--- src/rtl/payload_engine_pkg.sv ---
// Shared types and constants for the payload character feeder.
// Case folding is only used when PAYLOAD_NOCASE_EN is defined.
package payload_engine_pkg;

    typedef enum logic [2:0] {
        ST_IDLE  = 3'd0,
        ST_SOD   = 3'd1,
        ST_DATA  = 3'd2,
        ST_FLUSH = 3'd3,
        ST_EOD   = 3'd4
    } feeder_state_t;

    typedef struct packed {
        logic [7:0] chr;
        logic       nocase;
    } class_entry_t;

    localparam logic [7:0] ASCII_UPPER_A  = 8'h41;
    localparam logic [7:0] ASCII_UPPER_Z  = 8'h5A;
    localparam logic [7:0] ASCII_CASE_BIT = 8'h20;

    // Maps A-Z onto a-z; every other byte passes through unchanged.
    function automatic logic [7:0] fold_case(input logic [7:0] b);
        if (b >= ASCII_UPPER_A && b <= ASCII_UPPER_Z) begin
            return b | ASCII_CASE_BIT;
        end
        return b;
    endfunction

endpackage

--- src/rtl/payload_char_class.sv ---
// Programmable character-class table with a registered byte-to-class compare.
// PAYLOAD_NOCASE_EN adds a per-class case-insensitive flag.
module payload_char_class
    import payload_engine_pkg::*;
#(
    parameter int NUM_CLASSES = 48,
    parameter int ADDR_W      = 6
) (
    input  logic                   clk_i,
    input  logic                   rst_i,
    input  logic                   cfg_we_i,
    input  logic [ADDR_W-1:0]      cfg_addr_i,
    input  logic [7:0]             cfg_byte_i,
    input  logic                   cfg_nocase_i,
    input  logic [7:0]             byte_i,
    input  logic                   valid_i,
    output logic [NUM_CLASSES-1:0] cls_o
);

    logic [NUM_CLASSES-1:0] cls_q, cls_d;
    logic                   cfg_hit;

    assign cfg_hit = cfg_we_i && (int'(cfg_addr_i) < NUM_CLASSES);

`ifdef PAYLOAD_NOCASE_EN
    class_entry_t class_tab_q [NUM_CLASSES];

    always_ff @(posedge clk_i or posedge rst_i) begin
        if (rst_i) begin
            for (int i = 0; i < NUM_CLASSES; i++) class_tab_q[i] <= '0;
        end else if (cfg_hit) begin
            class_tab_q[cfg_addr_i] <= '{chr: cfg_byte_i, nocase: cfg_nocase_i};
        end
    end

    always_comb begin
        cls_d = '0;
        if (valid_i) begin
            for (int i = 0; i < NUM_CLASSES; i++) begin
                if (class_tab_q[i].nocase) begin
                    cls_d[i] = (fold_case(byte_i) == fold_case(class_tab_q[i].chr));
                end else begin
                    cls_d[i] = (byte_i == class_tab_q[i].chr);
                end
            end
        end
    end
`else
    logic [7:0] class_tab_q [NUM_CLASSES];
    logic       unused_nocase;

    assign unused_nocase = cfg_nocase_i;

    always_ff @(posedge clk_i or posedge rst_i) begin
        if (rst_i) begin
            for (int i = 0; i < NUM_CLASSES; i++) class_tab_q[i] <= '0;
        end else if (cfg_hit) begin
            class_tab_q[cfg_addr_i] <= cfg_byte_i;
        end
    end

    always_comb begin
        cls_d = '0;
        if (valid_i) begin
            for (int i = 0; i < NUM_CLASSES; i++) begin
                cls_d[i] = (byte_i == class_tab_q[i]);
            end
        end
    end
`endif

    always_ff @(posedge clk_i or posedge rst_i) begin
        if (rst_i) cls_q <= '0;
        else       cls_q <= cls_d;
    end

    assign cls_o = cls_q;

endmodule

--- src/rtl/payload_char_feeder.sv ---
// Serialises an AXI4-Stream payload to one byte per cycle and drives the class
// vector, en, sod and eod to the engine array. Optional macro: PAYLOAD_NOCASE_EN.
module payload_char_feeder
    import payload_engine_pkg::*;
#(
    parameter int DATA_WIDTH  = 64,
    parameter int NUM_CLASSES = 48
) (
    input  logic                         clk,
    input  logic                         rst,
    input  logic [DATA_WIDTH-1:0]        s_tdata,
    input  logic [DATA_WIDTH/8-1:0]      s_tkeep,
    input  logic                         s_tlast,
    input  logic                         s_tvalid,
    output logic                         s_tready,
    input  logic                         cfg_we,
    input  logic [$clog2(NUM_CLASSES)-1:0] cfg_addr,
    input  logic [7:0]                   cfg_byte,
    input  logic                         cfg_nocase,
    output logic [NUM_CLASSES-1:0]       cls,
    output logic                         en,
    output logic                         sod,
    output logic                         eod
);

    localparam int LANES  = DATA_WIDTH / 8;
    localparam int IDX_W  = (LANES > 1) ? $clog2(LANES) : 1;
    localparam int ADDR_W = $clog2(NUM_CLASSES);

    feeder_state_t         state_q, state_d;
    logic [DATA_WIDTH-1:0] data_q, data_d;
    logic [LANES-1:0]      keep_q, keep_d;
    logic                  last_q, last_d;
    logic                  have_q, have_d;
    logic [IDX_W-1:0]      idx_q, idx_d;
    logic                  ready_q, ready_d;
    logic                  en_q, en_d;
    logic                  sod_q, sod_d;
    logic                  eod_q, eod_d;
    logic                  accept;
    logic [7:0]            next_byte;
    logic                  next_valid;

    // tkeep is contiguous from lane 0, so the final lane is the one whose successor is empty.
    function automatic logic is_final_lane(input logic [LANES-1:0] keep, input logic [IDX_W-1:0] idx);
        logic r;
        r = 1'b1;
        for (int i = 0; i < LANES - 1; i++) begin
            if (int'(idx) == i && keep[i+1]) r = 1'b0;
        end
        return r;
    endfunction

    always_ff @(posedge clk or posedge rst) begin
        if (rst) begin
            state_q <= ST_IDLE;
            data_q  <= '0;
            keep_q  <= '0;
            last_q  <= 1'b0;
            have_q  <= 1'b0;
            idx_q   <= '0;
            ready_q <= 1'b0;
            en_q    <= 1'b0;
            sod_q   <= 1'b0;
            eod_q   <= 1'b0;
        end else begin
            state_q <= state_d;
            data_q  <= data_d;
            keep_q  <= keep_d;
            last_q  <= last_d;
            have_q  <= have_d;
            idx_q   <= idx_d;
            ready_q <= ready_d;
            en_q    <= en_d;
            sod_q   <= sod_d;
            eod_q   <= eod_d;
        end
    end

    // have_q marks that byte idx_q of the buffered word is on the outputs this cycle.
    always_comb begin
        accept  = s_tvalid && ready_q;
        state_d = state_q;
        data_d  = data_q;
        keep_d  = keep_q;
        last_d  = last_q;
        have_d  = have_q;
        idx_d   = idx_q;
        case (state_q)
            ST_IDLE: begin
                if (accept) begin
                    data_d  = s_tdata;
                    keep_d  = s_tkeep;
                    last_d  = s_tlast;
                    have_d  = 1'b0;
                    idx_d   = '0;
                    state_d = ST_SOD;
                end
            end
            ST_SOD: begin
                have_d  = keep_q[0];
                idx_d   = '0;
                state_d = (!keep_q[0] && last_q) ? ST_FLUSH : ST_DATA;
            end
            ST_DATA: begin
                if (have_q && !is_final_lane(keep_q, idx_q)) begin
                    idx_d = idx_q + 1'b1;
                end else if (have_q && last_q) begin
                    have_d  = 1'b0;
                    state_d = ST_FLUSH;
                end else if (accept) begin
                    data_d = s_tdata;
                    keep_d = s_tkeep;
                    last_d = s_tlast;
                    idx_d  = '0;
                    have_d = s_tkeep[0];
                    if (!s_tkeep[0] && s_tlast) state_d = ST_FLUSH;
                end else begin
                    have_d = 1'b0;
                end
            end
            ST_FLUSH: state_d = ST_EOD;
            ST_EOD:   state_d = ST_IDLE;
            default:  state_d = ST_IDLE;
        endcase
    end

    // Outputs are computed from next-state values and registered, so they line up with state_q.
    always_comb begin
        next_valid = (state_d == ST_DATA) && have_d;
        sod_d      = (state_d == ST_SOD);
        eod_d      = (state_d == ST_EOD);
        en_d       = next_valid || (state_d == ST_FLUSH);
        ready_d    = (state_d == ST_IDLE) ||
                     ((state_d == ST_DATA) &&
                      (!have_d || (is_final_lane(keep_d, idx_d) && !last_d)));
        next_byte  = '0;
        for (int i = 0; i < LANES; i++) begin
            if (int'(idx_d) == i) next_byte = data_d[8*i +: 8];
        end
    end

    payload_char_class #(
        .NUM_CLASSES (NUM_CLASSES),
        .ADDR_W      (ADDR_W)
    ) u_char_class (
        .clk_i        (clk),
        .rst_i        (rst),
        .cfg_we_i     (cfg_we),
        .cfg_addr_i   (cfg_addr),
        .cfg_byte_i   (cfg_byte),
        .cfg_nocase_i (cfg_nocase),
        .byte_i       (next_byte),
        .valid_i      (next_valid),
        .cls_o        (cls)
    );

    assign s_tready = ready_q;
    assign en       = en_q;
    assign sod      = sod_q;
    assign eod      = eod_q;

endmodule

--- config.mk ---
export PLATFORM = sky130hd
export DESIGN_NAME = payload_char_feeder
export DESIGN_NICKNAME = d
export VERILOG_FILES = /design/src/rtl/payload_engine_pkg.sv /design/src/rtl/payload_char_class.sv /design/src/rtl/payload_char_feeder.sv
export SDC_FILE = /design/constraint.sdc
export NUM_CORES = 1
export LEC_CHECK = 0
export CAP_MARGIN = 20
export CORE_UTILIZATION = 28
export CTS_CLUSTER_DIAMETER = 150
export DETAILED_ROUTE_END_ITERATION = 8
export PLACE_DENSITY = 0.44
export SYNTH_ARGS = -nofsm -noshare
export SYNTH_HDL_FRONTEND = slang
export SYNTH_SLANG_ARGS = --single-unit
--- constraint.sdc ---
create_clock -name clk -period 15.65 [get_ports clk]
set_clock_uncertainty 0.15 [all_clocks]
set_input_delay 2.3475 -clock clk [delete_from_list [all_inputs] [get_ports clk]]
set_output_delay 2.3475 -clock clk [all_outputs]
set_load 0.01 [all_outputs]
==> results of run 1 <==
[cell usage in the layout, fill, tap and decap left out, types with 13 or more instances in the layout]
cell type,n
a21oi_1,55
nor4_2,20
nor2_1,57
clkbuf_16,62
mux2_2,417
xor2_1,166
nand3_1,48
nand2_1,168
nand4_1,39
o2111ai_1,19
buf_4,35
xnor2_1,203
dfrtp_1,516
nor3_1,29
a2111oi_2,13
clkdlybuf4s50_1,134
clkbuf_1,22
[area by class of cell]
type	count	area, µm²	area share
diodes	2	5.005	0.0001683
clock buffers	96	1799	0.06049
clock inverters	14	126.4	0.004249
inverters	13	55.05	0.001851
multi-input cells	1389	11680	0.3926
flip-flops and latches	516	12910	0.4341
well taps	1165	1458	0.04901
repair buffers	183	1709	0.05746
[logic make-up (layout without fill, tap and decap cells)]
family	Yosys count	count (layout)	share of synthesized area
buf+inv	154	306	0.03081
xor+xnor	369	369	0.1280
fa+ha+maj	6	6	0.002873
flops	516	516	0.5112
simple gates	420	420	0.08506
mux	432	432	0.1926
compound gates	162	162	0.04944
other cells	0	2	0
[Yosys cell counts (all sizes together) (2+ instances only)]
cell type	n	share of area
o22ai	3	0.00074
inv	13	0.0020
o21ai	12	0.0024
o2bb2ai	2	0.00069
nor4	32	0.013
a211oi	8	0.0024
a2111oi	27	0.013
buf	58	0.016
a31oi	3	0.0013
ha	5	0.0025
a21oi	59	0.013
mux2	419	0.19
xnor2	203	0.070
a22oi	3	0.00089
and3	12	0.0030
a21o	3	0.00089
and2	6	0.0016
clkbuf	83	0.013
nand2	169	0.025
nand2b	5	0.0012
nor3b	6	0.0020
o221ai	2	0.0012
nand3	48	0.0095
o21a	2	0.00059
mux2i	13	0.0056
nor3	29	0.0057
a21boi	2	0.00059
or3	3	0.00074
nand3b	5	0.0015
o2111ai	19	0.0066
nand4	39	0.0097
xor2	166	0.058
and3b	5	0.0017
o31ai	6	0.0020
nor2	58	0.0087
o211ai	4	0.0012
dfrtp	516	0.51
[how the worst max path moves through the flow]
stage,cells past startpoint,start,slack [ns],end
floorplan,1,rst,6.14,data_q[0]
global placement,13,s_tvalid,7.41,u_char_class.cls_o[11]
detailed placement,13,s_tvalid,7.41,u_char_class.cls_o[11]
CTS,13,s_tvalid,8.08,u_char_class.cls_o[11]
global route,13,s_tvalid,7.87,u_char_class.cls_o[11]
finish,13,s_tvalid,8.15,u_char_class.cls_o[11]
[state kept, by name (all words and copies together), names as in the netlist]
| name | flops |
|---|---|
| sod | 1 |
| data_q | 64 |
| eod | 1 |
| u_char_class.class_tab_q | 384 |
| state_q | 3 |
| have_q | 1 |
| s_tready | 1 |
| last_q | 1 |
| keep_q | 8 |
| idx_q | 3 |
| en | 1 |
| u_char_class.cls_o | 48 |
[through the flow]
step / total power [mW] / worst slack (ns) / std cells
floorplan: 3.752 / 6.144 / 2059
global placement: 4.407 / 7.408 / 3261
detailed placement: 4.436 / 7.406 / 3262
CTS: 5.854 / 8.085 / 3372
global route: 6.135 / 7.867 / 3378
finish: 5.751 / 8.150 / 3378
[layer usage]
layer	part of all wire	GRT usage	up-vias
met5	0.00070	0	-
met4	0.022	0.04269	8
met3	0.035	0.02291	106
met2	0.46	0.2623	276
met1	0.48	0.2233	8276
li1	-	-	7371
[power by group through the flow]
stage,Sequential [mW],Combinational (mW),Clock [mW]
finish,1.70,2.68,1.38
global route,1.73,2.93,1.48
CTS,1.70,2.72,1.43
detailed placement,1.72,2.71,0
global placement,1.71,2.70,0
floorplan,1.69,2.06,0
[tightest hold or removal path, cell delays in order, from the launching register on]
cell and delay, ns:
dfrtp_1 0.32, nand2_1 0.06, nand2_1 0.06
==> results.py, run 1 <==
metrics = {
    "worst_hold_path": {
        "whs_path_depth": 2,
        "hp-start": "data_q[7]",
        "worstHoldEndpoint": "data_q[7]",
        "hp-class": "reg -> reg",
    },
    "yosys": {
        "ys_seq_elements": 516,
        "synth_ff_type": "dfrtp_1",
        "synth_edf_count": 0,
        "async_flop_share": 1.000,
        "syn_inst": 2059,
        "yosysWarnings": 0,
        "synth_cell_types": 71,
        "syn-cell-area_mm2": 0.02526,
        "syn_avg_cell_area_um2": 12.27,
        "synth_nets": 2156,
        "synth_seq_area_share": 0.5112,
    },
    "worst_setup_path": {
        "reg2reg_to": "u_char_class.cls_o[11]",
        "cpMaxStageDelayCell": "buf_4",
        "cp-end-kind": "flip-flop",
        "slowest_delay_ns": 0.82,
        "rr_startpoint": "idx_q[0]",
        "regToRegSetupSlack_ns": 9.56,
        "critical_path_arrival_ns": 7.81,
        "worstPathRequired_ns": 15.96,
        "critPathMaxFanout": 35,
        "path_class": "in -> reg",
        "worstRegToRegCells": 14,
        "critical_path.cell_chain": "clkdlybuf4s50_1, a211oi_1, nor2_1, o21ai_1, or3_1, nand2_2, inv_2, mux2i_1, a21oi_4, buf_4, xor2_1, o2111ai_1, a2111oi_2",
        "path_buf_inv": 3,
        "path_delay_family": "compound AO/OA/AOI/OAI gates",
        "startpoint_type": "input pin",
    },
    "floorplanning": {
        "io_pins": 144,
        "rows": 109,
        "die_w_um": 302.3,
        "core_region_area_mm2": 0.08892,
        "fp.dieArea_mm2": 0.09141,
        "start_util": 0.2840,
        "die_h_um": 302.3,
    },
    "timing": {
        "maxSlewViolCount": 0,
        "rsz0062_at_grt": "false",
        "finalSetupViolations": 0,
        "setup_tns_ns": 0,
        "fin_crit_sh": 0.4793,
        "slew_headroom": 0.2694,
        "worstMarginPinSlew_ns": 1.096,
        "max_freq_mhz": 133.3,
        "finalHoldViolCount": 0,
        "holdWs_ns": 0.3102,
        "layout_min_cycle_time_ns": 7.500,
    },
    "placement": {
        "portBuffers": 142,
        "gp_congestion": 0.7422,
        "post-dp-hpwl_um": 41880,
        "dpl_cell_area_mm2": 0.02779,
    },
    "clock_tree": {
        "cts_buffers": 61,
        "clock-root-buffer": "clkbuf_16",
        "cts.repair.resized": 0,
        "clk_pin_slew_worst_paths_ns": 0.06,
        "post_cts_buffers": 0,
        "postCtsHoldBufs": 0,
        "cts_sinks": 516,
        "clk_latency_ns": 0.63,
        "clockBufferDepth": 3,
        "htree_levels": 2,
        "cts_tree": "built",
    },
    "global_routing": {
        "grtUsageTotal": 0.1611,
        "grt_pass1_vias": 17048,
        "grt_pass1_wl_um": 110300,
        "grt_max_degree": 165,
        "grt.overflow.total": 0,
        "antenna_found_initial": 7,
    },
    "finish": {
        "num-nets-final": 2261,
        "fin_area_mm2": 0.02974,
        "fill_cells": 8853,
        "final_util": 0.3345,
        "syn2layout_area_growth_pct": 17.76,
        "drive_gt1_frac": 0.2786,
    },
    "pwr": {
        "clkPwrFrac": 0.239,
        "power.internal_mw": 3.372,
        "swShare": 0.4136,
        "peakVddDrop_uv": 183.9,
        "p_comb_frac": 0.465,
        "power.switching_mw": 2.379,
        "pwr-share-seq": 0.295,
        "p_per_area_mw_per_mm2": 193.4,
        "p_leak_nw": 13.21,
    },
    "drt": {
        "drtPass1Iterations": 4,
        "drc_errors": 0,
        "drt-initial-drc-count": 724,
        "dr_total_vias": 16037,
        "ant_nets": 0,
        "routed_wl_um": 73330,
        "wl_per_cell_um": 21.71,
        "via_per_inst": 4.747,
    },
    "job": {
        "cap_violations": 0,
    },
    "run_status": {
        "status": "complete, no violations",
    },
}
No activity file was read; power rests on OpenSTA's default activity.
==> inputs of run 2 (changes only) <==
--- a/config.mk
+++ b/config.mk
@@ -9,7 +9,7 @@
 export CORE_UTILIZATION = 28
 export CTS_CLUSTER_DIAMETER = 150
 export DETAILED_ROUTE_END_ITERATION = 8
-export PLACE_DENSITY = 0.44
+export PLACE_DENSITY = 0.43
 export SYNTH_ARGS = -nofsm -noshare
 export SYNTH_HDL_FRONTEND = slang
 export SYNTH_SLANG_ARGS = --single-unit
==> constraint.sdc (replaced) <==
create_clock -name clk -period 7.05 [get_ports clk]
set_clock_uncertainty 0.15 [all_clocks]
set_input_delay 1.0575 -clock clk [delete_from_list [all_inputs] [get_ports clk]]
set_output_delay 1.0575 -clock clk [all_outputs]
set_load 0.01 [all_outputs]
==> results.py, run 2 (synthesis gave the netlist of run 1 again) <==
metrics = {
    "drt": {
        "drt-initial-drc-count": 777,
        "drc_errors": 0,
        "drtPass1Iterations": 5,
        "wl_per_cell_um": 21.85,
        "dr_total_vias": 16183,
        "routed_wl_um": 74170,
        "via_per_inst": 4.767,
        "ant_nets": 0,
    },
    "finish": {
        "regMostFlops": "u_char_class.class_tab_q",
        "fill_cells": 8803,
        "syn2layout_area_growth_pct": 19.41,
        "largest_reg_flops": 384,
        "num-nets-final": 2282,
        "finalNonFillerCells": 3395,
        "mostFrequentLayoutCell": "dfrtp_1",
        "most-common-layout-cells": "dfrtp_1, mux2_2, xnor2_1",
        "diodes": 0,
        "drive_gt1_frac": 0.2870,
    },
    "job": {
        "cap_violations": 0,
    },
    "timing": {
        "rsz0062_at_grt": "false",
        "finalSetupViolations": 0,
        "fin_crit_sh": 0.7527,
        "maxSlewViolCount": 0,
        "layout_min_cycle_time_ns": 5.306,
        "finalHoldViolCount": 0,
        "setup_tns_ns": 0,
        "slew_headroom": 0.4043,
        "worstMarginPinSlew_ns": 0.8896,
        "layout_setup_ws_ns": 1.744,
        "max_freq_mhz": 188.5,
    },
    "floorplanning": {
        "start_util": 0.2840,
        "core_region_area_mm2": 0.08892,
        "die_h_um": 302.3,
        "fp.dieArea_mm2": 0.09141,
        "io_pins": 144,
        "rows": 109,
        "die_w_um": 302.3,
    },
    "global_routing": {
        "grt_pass1_wl_um": 112500,
        "grt_pass1_vias": 17180,
        "grtUsageTotal": 0.1639,
        "grt_max_degree": 141,
        "grt.overflow.total": 0,
        "antenna_found_initial": 5,
    },
    "clock_tree": {
        "clk_latency_ns": 0.64,
        "postCtsHoldBufs": 0,
        "cts_tree": "built",
        "cts.repair.resized": 0,
        "clock-root-buffer": "clkbuf_16",
        "htree_levels": 2,
        "post_cts_buffers": 0,
        "cts_buffers": 61,
        "cts_sinks": 516,
        "clk_pin_slew_worst_paths_ns": 0.06,
        "clockBufferDepth": 3,
    },
    "pwr": {
        "p_comb_frac": 0.470,
        "p_per_area_mw_per_mm2": 440.2,
        "pwr-share-seq": 0.284,
        "p_leak_nw": 13.43,
        "power.internal_mw": 7.925,
        "fin_total_pwr_mw": 13.28,
        "power.switching_mw": 5.351,
        "clkPwrFrac": 0.246,
        "swShare": 0.4030,
        "peakVddDrop_uv": 279.6,
    },
    "worst_setup_path": {
        "path_class": "in -> reg",
        "worstRegToRegCells": 17,
        "timing.critical_path.from": "s_tvalid",
        "crit_end": "u_char_class.cls_o[14]",
        "worstPathRequired_ns": 7.41,
        "critPathMaxFanout": 21,
        "reg2reg_to": "u_char_class.cls_o[14]",
        "critical_path_arrival_ns": 5.67,
        "regToRegSetupSlack_ns": 1.87,
        "startpoint_type": "input pin",
        "cp-end-kind": "flip-flop",
        "rr_startpoint": "idx_q[0]",
    },
    "placement": {
        "post-place-ws_ns": 1.102,
        "gp_congestion": 0.7345,
        "post-dp-hpwl_um": 44540,
        "portBuffers": 142,
        "dp_cells": 3284,
    },
    "run_status": {
        "status": "complete, no violations",
    },
    "worst_hold_path": {
        "hp-class": "reg -> reg",
    },
}
[run 2: cell count changes in the layout (fill, tap and decap cells not counted), sizes merged]
cell      delta
clkinvlp     -2
diode        -2
buf         +22
clkbuf       -3
bufinv       +5
clkinv       -3
[run 2: worst max-delay path, stage by stage]
cell             delay, ns
clkdlybuf4s50_1       0.58
nand2_1               0.12
o21ai_1               0.19
and3b_1               0.23
or3_1                 0.35
buf_4                 0.21
nand2_2               0.44
inv_2                 0.35
nand2_1               0.16
o211ai_1              0.15
o221ai_4              0.47
buf_4                 0.43
buf_4                 0.35
xor2_1                0.17
nand4_1               0.10
nor4_1                0.28
[run 2: final cells by class]
cell class | count | area (µm²) | area share
clock buffers | 94 | 1810 | 0.06003
clock inverters | 14 | 271.5 | 0.009003
inverters | 13 | 55.05 | 0.001825
multi-input cells | 1389 | 11670 | 0.3869
flip-flops and latches | 516 | 12910 | 0.4281
well taps | 1165 | 1458 | 0.04833
repair buffers | 204 | 1982 | 0.06572
[run 2: layer usage]
| layer | routed length (µm) | global-route usage | share of wire |
|---|---|---|---|
| met1 | 35350 | 0.2292 | 0.48 |
| met5 | 70 | 0 | 0.00094 |
| met4 | 1686 | 0.04209 | 0.023 |
| met3 | 2908 | 0.02449 | 0.039 |
| met2 | 34160 | 0.2639 | 0.46 |
[run 2: metrics by stage]
step           instance area [µm²]  hold slack (ns)    util
2_1_floorplan                25260           0.2794       -
3_3_place_gp                 28010           0.2924  0.3150
3_5_place_dp                 28040           0.3028  0.3153
4_1_cts                      30120           0.3153  0.3387
5_1_grt                      30160           0.3378  0.3392
6_report                     30160           0.3102  0.3392
[run 2: how the worst min path moves through the flow]
stage / startpoint / end / cells after the start
after CTS: data_q[61] / data_q[61] / 2
after floorplan: data_q[61] / data_q[61] / 2
after global placement: data_q[19] / data_q[19] / 2
after global routing: data_q[20] / data_q[20] / 2
final: data_q[36] / data_q[36] / 2
after detailed placement: data_q[63] / data_q[63] / 2
[run 2: power by group through the flow]
stage | clock network [mW] | registers, mW | logic, mW
2_1_floorplan | 0 | 3.75 | 4.58
3_3_place_gp | 0 | 3.80 | 6.25
3_5_place_dp | 0 | 3.82 | 6.33
4_1_cts | 3.40 | 3.77 | 6.36
5_1_grt | 3.51 | 3.83 | 6.85
6_report | 3.27 | 3.77 | 6.24
